===== src/rtl/seg_pkg.sv =====
// Shared types and constants for the seven-segment scan controller.
package seg_pkg;

    localparam int unsigned NIB_W  = 4;
    localparam int unsigned SEG_W  = 7;
    localparam int unsigned IDX_W  = 3;
    localparam int unsigned DIGITS = 8;

    typedef enum logic [1:0] {
        IDLE  = 2'd0,
        BLANK = 2'd1,
        SHOW  = 2'd2
    } state_e;

    // All segments dark (active-low bus).
    localparam logic [SEG_W-1:0] SEG_OFF = 7'h7F;

    // Hex digit to {g,f,e,d,c,b,a}, active-low; index 0 is the first entry.
    localparam logic [SEG_W-1:0] SEG_LUT [16] = '{
        7'h40, 7'h79, 7'h24, 7'h30, 7'h19, 7'h12, 7'h02, 7'h78,
        7'h00, 7'h10, 7'h08, 7'h03, 7'h46, 7'h21, 7'h06, 7'h0E
    };

endpackage


===== src/rtl/hex7seg.sv =====
// Combinational hex nibble to active-low seven-segment pattern with blanking.
module hex7seg
    import seg_pkg::*;
(
    input  logic [NIB_W-1:0] nib_i,
    input  logic             blank_i,
    output logic [SEG_W-1:0] seg_o
);

    // A blanked digit ignores its nibble entirely.
    assign seg_o = blank_i ? SEG_OFF : SEG_LUT[nib_i];

endmodule


===== src/rtl/seg_scan_ctrl.sv =====
// Time-multiplexed 8-digit seven-segment scan controller driving a 74x138 select.
module seg_scan_ctrl
    import seg_pkg::*;
#(
    parameter int unsigned CLK_HZ    = 100000000,
    parameter int unsigned SCAN_HZ   = 1000,
    parameter int unsigned BLANK_CYC = 16
) (
    input  logic                    clk,
    input  logic                    rst_n,
    input  logic                    en,
    input  logic [NIB_W*DIGITS-1:0] data_in,
    input  logic [DIGITS-1:0]       dp_in,
    input  logic [DIGITS-1:0]       blank_in,
    output logic [IDX_W-1:0]        sel_o,
    output logic                    g1_o,
    output logic [SEG_W-1:0]        seg_o,
    output logic                    dp_o,
    output logic                    frame_done
);

    localparam int unsigned DIV   = CLK_HZ / SCAN_HZ;
    localparam int unsigned CNT_W = (DIV > 2) ? $clog2(DIV) : 1;

    localparam logic [CNT_W-1:0] CNT_LAST   = CNT_W'(DIV - 1);
    localparam logic [CNT_W-1:0] BLANK_LAST = CNT_W'(BLANK_CYC - 1);
    localparam logic [IDX_W-1:0] IDX_LAST   = IDX_W'(DIGITS - 1);

    // Dead time must exist and must leave at least one lit cycle per slot.
    if (BLANK_CYC < 1 || BLANK_CYC >= DIV) begin : g_bad_cfg
        $error("seg_scan_ctrl: BLANK_CYC must satisfy 1 <= BLANK_CYC < CLK_HZ/SCAN_HZ");
    end

    state_e                    state_q, state_d;
    logic [IDX_W-1:0]          idx_q, idx_d;
    logic [CNT_W-1:0]          cnt_q, cnt_d;
    logic                      g1_q, g1_d;
    logic [SEG_W-1:0]          seg_q, seg_d;
    logic                      dp_q, dp_d;
    logic                      fd_q, fd_d;
    logic [NIB_W*DIGITS-1:0]   snap_data_q;
    logic [DIGITS-1:0]         snap_dp_q, snap_blank_q;
    logic                      snap_ld;

    logic [IDX_W-1:0]          idx_nxt_c;
    logic                      live_c;
    logic [NIB_W-1:0]          nib_c;
    logic                      dp_bit_c, blank_bit_c;
    logic [SEG_W-1:0]          dec_seg_c;
    logic                      dec_dp_c;

    // Digit about to be shown: digit 0 from live inputs at frame start, else from snapshot.
    assign idx_nxt_c   = idx_q + IDX_W'(1);
    assign live_c      = (state_q == IDLE) || (idx_q == IDX_LAST);
    assign nib_c       = live_c ? data_in[NIB_W-1:0] : snap_data_q[{idx_nxt_c, 2'b00} +: NIB_W];
    assign dp_bit_c    = live_c ? dp_in[0]    : snap_dp_q[idx_nxt_c];
    assign blank_bit_c = live_c ? blank_in[0] : snap_blank_q[idx_nxt_c];
    assign dec_dp_c    = ~dp_bit_c | blank_bit_c;

    hex7seg u_hex7seg (
        .nib_i   (nib_c),
        .blank_i (blank_bit_c),
        .seg_o   (dec_seg_c)
    );

    // Next-state and registered-output logic for the scan sequencer.
    always_comb begin
        state_d = state_q;
        idx_d   = idx_q;
        cnt_d   = cnt_q;
        g1_d    = g1_q;
        seg_d   = seg_q;
        dp_d    = dp_q;
        fd_d    = 1'b0;
        snap_ld = 1'b0;

        if (!en) begin
            state_d = IDLE;
            idx_d   = '0;
            cnt_d   = '0;
            g1_d    = 1'b0;
            seg_d   = SEG_OFF;
            dp_d    = 1'b1;
        end else begin
            unique case (state_q)
                IDLE: begin
                    state_d = BLANK;
                    idx_d   = '0;
                    cnt_d   = '0;
                    g1_d    = 1'b0;
                    seg_d   = dec_seg_c;
                    dp_d    = dec_dp_c;
                    snap_ld = 1'b1;
                end
                BLANK: begin
                    cnt_d = cnt_q + CNT_W'(1);
                    if (cnt_q == BLANK_LAST) begin
                        state_d = SHOW;
                        g1_d    = 1'b1;
                    end
                end
                SHOW: begin
                    if (cnt_q == CNT_LAST) begin
                        state_d = BLANK;
                        cnt_d   = '0;
                        idx_d   = idx_nxt_c;
                        g1_d    = 1'b0;
                        seg_d   = dec_seg_c;
                        dp_d    = dec_dp_c;
                        if (idx_q == IDX_LAST) begin
                            fd_d    = 1'b1;
                            snap_ld = 1'b1;
                        end
                    end else begin
                        cnt_d = cnt_q + CNT_W'(1);
                    end
                end
                default: begin
                    state_d = IDLE;
                    idx_d   = '0;
                    cnt_d   = '0;
                    g1_d    = 1'b0;
                    seg_d   = SEG_OFF;
                    dp_d    = 1'b1;
                end
            endcase
        end
    end

    // State, counters and outputs.
    always_ff @(posedge clk or negedge rst_n) begin
        if (!rst_n) begin
            state_q <= IDLE;
            idx_q   <= '0;
            cnt_q   <= '0;
            g1_q    <= 1'b0;
            seg_q   <= SEG_OFF;
            dp_q    <= 1'b1;
            fd_q    <= 1'b0;
        end else begin
            state_q <= state_d;
            idx_q   <= idx_d;
            cnt_q   <= cnt_d;
            g1_q    <= g1_d;
            seg_q   <= seg_d;
            dp_q    <= dp_d;
            fd_q    <= fd_d;
        end
    end

    // Per-frame snapshot so a frame never mixes old and new digit data.
    always_ff @(posedge clk or negedge rst_n) begin
        if (!rst_n) begin
            snap_data_q  <= '0;
            snap_dp_q    <= '0;
            snap_blank_q <= '0;
        end else if (snap_ld) begin
            snap_data_q  <= data_in;
            snap_dp_q    <= dp_in;
            snap_blank_q <= blank_in;
        end
    end

    assign sel_o      = idx_q;
    assign g1_o       = g1_q;
    assign seg_o      = seg_q;
    assign dp_o       = dp_q;
    assign frame_done = fd_q;

endmodule


===== config.mk =====
export PLATFORM = sky130hd
export DESIGN_NAME = seg_scan_ctrl
export DESIGN_NICKNAME = d
export VERILOG_FILES = /design/src/rtl/seg_pkg.sv /design/src/rtl/hex7seg.sv /design/src/rtl/seg_scan_ctrl.sv
export SDC_FILE = /design/constraint.sdc
export NUM_CORES = 1
export LEC_CHECK = 0
export ABC_AREA = 1
export CAP_MARGIN = 20
export CORE_MARGIN = 10
export CORE_UTILIZATION = 48
export CTS_CLUSTER_DIAMETER = 200
export DETAILED_ROUTE_END_ITERATION = 6
export HOLD_SLACK_MARGIN = 0.02
export PLACE_DENSITY = 0.72
export SYNTH_ARGS = -nofsm -noshare
export SYNTH_HDL_FRONTEND = slang
export SYNTH_SLANG_ARGS = --single-unit

===== constraint.sdc =====
create_clock -name clk -period 2.9 [get_ports clk]
set_input_delay 0.725 -clock clk [delete_from_list [all_inputs] [get_ports clk]]
set_output_delay 0.725 -clock clk [all_outputs]
set_load 0.03 [all_outputs]

==> out/results.ini <==
[outcome]
status=finished, final reports clean

[drt]
highest_layer=met4
wl_um=10200
vias_per_cell=5.12
antenna_left=0
route.detailed.drc=0
route.vias.total=3546
wl_met3_um=673
drt-pass1-iter-count=5
wire_per_inst_um=14.7
dr_wl_met2_um=4860
met1_length_um=4560
drt_first_iter_violations=156

[floorplan]
die_x_um=115
die_h_um=115
io_pins=64
rows=34
initial_core_util_pct=49.3
die-area_sq_um=13200
coreArea_sq_um=8760

[place]
dp.cells=677
numPortBuffers=63
place.gp.congestion=0.838
dp_hpwl_um=7470
place_worst_setup_slack_ns=0.319

[synthesis]
ys_ff_latch=80
synth_nets=582
synth.area.top_cells=dfrtp_1 (42%), nand2_1 (9.8%), nand3_1 (5.7%)
ys_seq_area_share_pct=46.5
synthArstFlopShare_pct=100
synth_area_sq_um=4320
synth_cells=518
synth_top_area_share_pct=41.7
ys.flop_type=dfrtp_1
synth_top_area_cell=dfrtp_1
yosys_warnings=0
synth_cell_types=39
synth-edff-count=0
synth_area_per_cell_sq_um=8.35

[pwr]
total_power_mw=4.72
p_leak_nw=2.39
ir_drop_uv=526
power_switching_share_pct=42.2
p_clk_share_pct=17.4
p_per_area_nw_per_um2=902
p_comb_share_pct=47.3
power.internal_mw=2.73
pwr-share-seq_pct=35.2
p_sw_mw=1.99

[critical_path]
required_ns=2.17
cp-start-kind=flip-flop
path_cells=buf_4, clkdlybuf4s50_1
critPathKind=flip-flop to primary output
worstPathMaxFanout=31
arrival_ns=1.79
reg2regPathDepth=14
cp.buffers_inverters=2
endpoint_kind=primary output
r2r_slack_ns=0.44
rr_startpoint=sel_o[0]$_DFFE_PN0P_
critPathSlowestCell=clkdlybuf4s50_1
crit_cells=2
regToRegEndpoint=seg_o[3]$_DFFE_PN1P_
critPathMaxStageDelay_ns=0.76
cp_top_family=buffers and inverters

[grt]
antenna_found_initial=0
grt_overflow=0
track_usage_pct=16.0
grt_pass1_vias=3570
grt_pass1_wl_um=17300
grt_max_degree=51

[finish]
postLayoutCoreUtil_pct=59.7
layoutNonFillerInstCount=693
layout_commonest_cell=nand2_1
drive_gt1_share_pct=13.0
nets=644
area_growth_pct=21.0
fill_cells=792
mostFrequentLayoutCells=nand2_1 (113), dfrtp_1 (72), inv_1 (63)
antennaDiodeCount=0

[sta]
slew_headroom_pct=60.9
fmax_mhz=398
slew_violations=0
fin_crit_ns=2.52
timing.final.ws_setup_ns=0.384
skew_ns=0.0122
finalSetupTns_ns=0
hold_viol=0
grt_setup_unrepaired=false
worst_pin_slew_ns=0.580
fin_crit_sh_pct=86.7
finalSetupViolCount=0

[clock_network]
hold_buffers=0
cts_tree=done
cts_sinks=80
post_cts_buffers=0
cts-root-buf=clkbuf_8
clock_path_buffers=2
clk_latency_ns=0.36
ctsResizeCount=0
cts.clk_slew.worst_paths_ns=0.09
cts_made_buffers=9
cts.htree.levels=3

[job]
maxCapViolCount=0

[min_path]
hp-class=input port to asynchronous set/reset pin

through the flow:
step / hold WS (ns) / area, sq um
final: 0.334 / 5230
after global placement: 0.457 / 5040
after detailed placement: 0.470 / 5040
after floorplan: 0.429 / 4320
after global routing: 0.359 / 5230
after CTS: 0.346 / 5230
area by class of cell:
class,count,area [sq um],area share (%)
inverter,68,255,4.88
multi-input combinational,351,1920,36.8
tap,108,135,2.58
clock buffer,11,131,2.51
sequential,80,2010,38.5
timing repair buffer,70,718,13.7
clock inverter,5,57.6,1.10
how the worst max path moves through the flow:
stage	start	endpoint	slack, ns
final	sel_o[0]$_DFFE_PN0P_	sel_o[0]	0.38
after floorplan	sel_o[0]$_DFFE_PN0P_	seg_o[3]$_DFFE_PN1P_	0.60
after global routing	sel_o[1]$_DFFE_PN0P_	seg_o[1]$_DFFE_PN1P_	0.19
after detailed placement	en	snap_data_q[23]$_DFFE_PN0P_	0.32
after CTS	sel_o[0]$_DFFE_PN0P_	sel_o[0]	0.37
after global placement	en	snap_blank_q[7]$_DFFE_PN0P_	0.40
cell usage after synthesis (2+ instances only):
| cell | instances |
|---|---|
| o21a_1 | 2 |
| nor3_2 | 2 |
| nand2_4 | 2 |
| buf_2 | 10 |
| buf_4 | 3 |
| o21ai_1 | 18 |
| inv_2 | 5 |
| o21ai_2 | 10 |
| xor2_1 | 2 |
| mux2_1 | 7 |
| nand3_1 | 49 |
| o21ai_0 | 28 |
| nand2_1 | 113 |
| nor2_4 | 3 |
| nor3b_1 | 3 |
| ha_1 | 13 |
| mux2_2 | 2 |
| dfstp_2 | 8 |
| nand2_2 | 13 |
| nor4_1 | 3 |
| a21oi_1 | 22 |
| nor2_1 | 37 |
| buf_6 | 5 |
| o211ai_1 | 3 |
| dfrtp_1 | 72 |
| nand4_1 | 6 |
| nor2_2 | 3 |
| inv_1 | 63 |
power by group through the flow:
stage | Combinational, mW | Sequential (mW) | Clock [mW]
floorplan | 1.63 | 1.73 | 0
global placement | 2.18 | 1.66 | 0
detailed placement | 2.23 | 1.69 | 0
CTS | 2.25 | 1.67 | 0.837
global route | 2.56 | 1.70 | 0.884
finish | 2.23 | 1.66 | 0.822
state kept, by name, indices dropped and copies added (netlist names):
register / cells
snap_data_q: 32
cnt_q: 17
snap_blank_q: 8
snap_dp_q: 8
seg_o: 7
sel_o: 3
state_q: 2
dp_o: 1
frame_done: 1
g1_o: 1
routing by layer:
layer | vias to the layer above | track usage (%)
met3 | 8 | 4.95
li1 | 1791 | -
met1 | 1668 | 21.1
met2 | 79 | 24.9
met5 | - | 0
met4 | 0 | 4.21
logic make-up after synthesis:
| kind of cell | Yosys count | share of synthesized area (%) |
|---|---|---|
| simple gates | 240 | 26.1 |
| buf+inv | 87 | 9.00 |
| compound gates | 86 | 11.7 |
| flops | 80 | 46.5 |
| fa+ha+maj | 13 | 3.76 |
| mux | 9 | 2.34 |
| xor+xnor | 3 | 0.608 |
(Power assumes the default switching activity.)
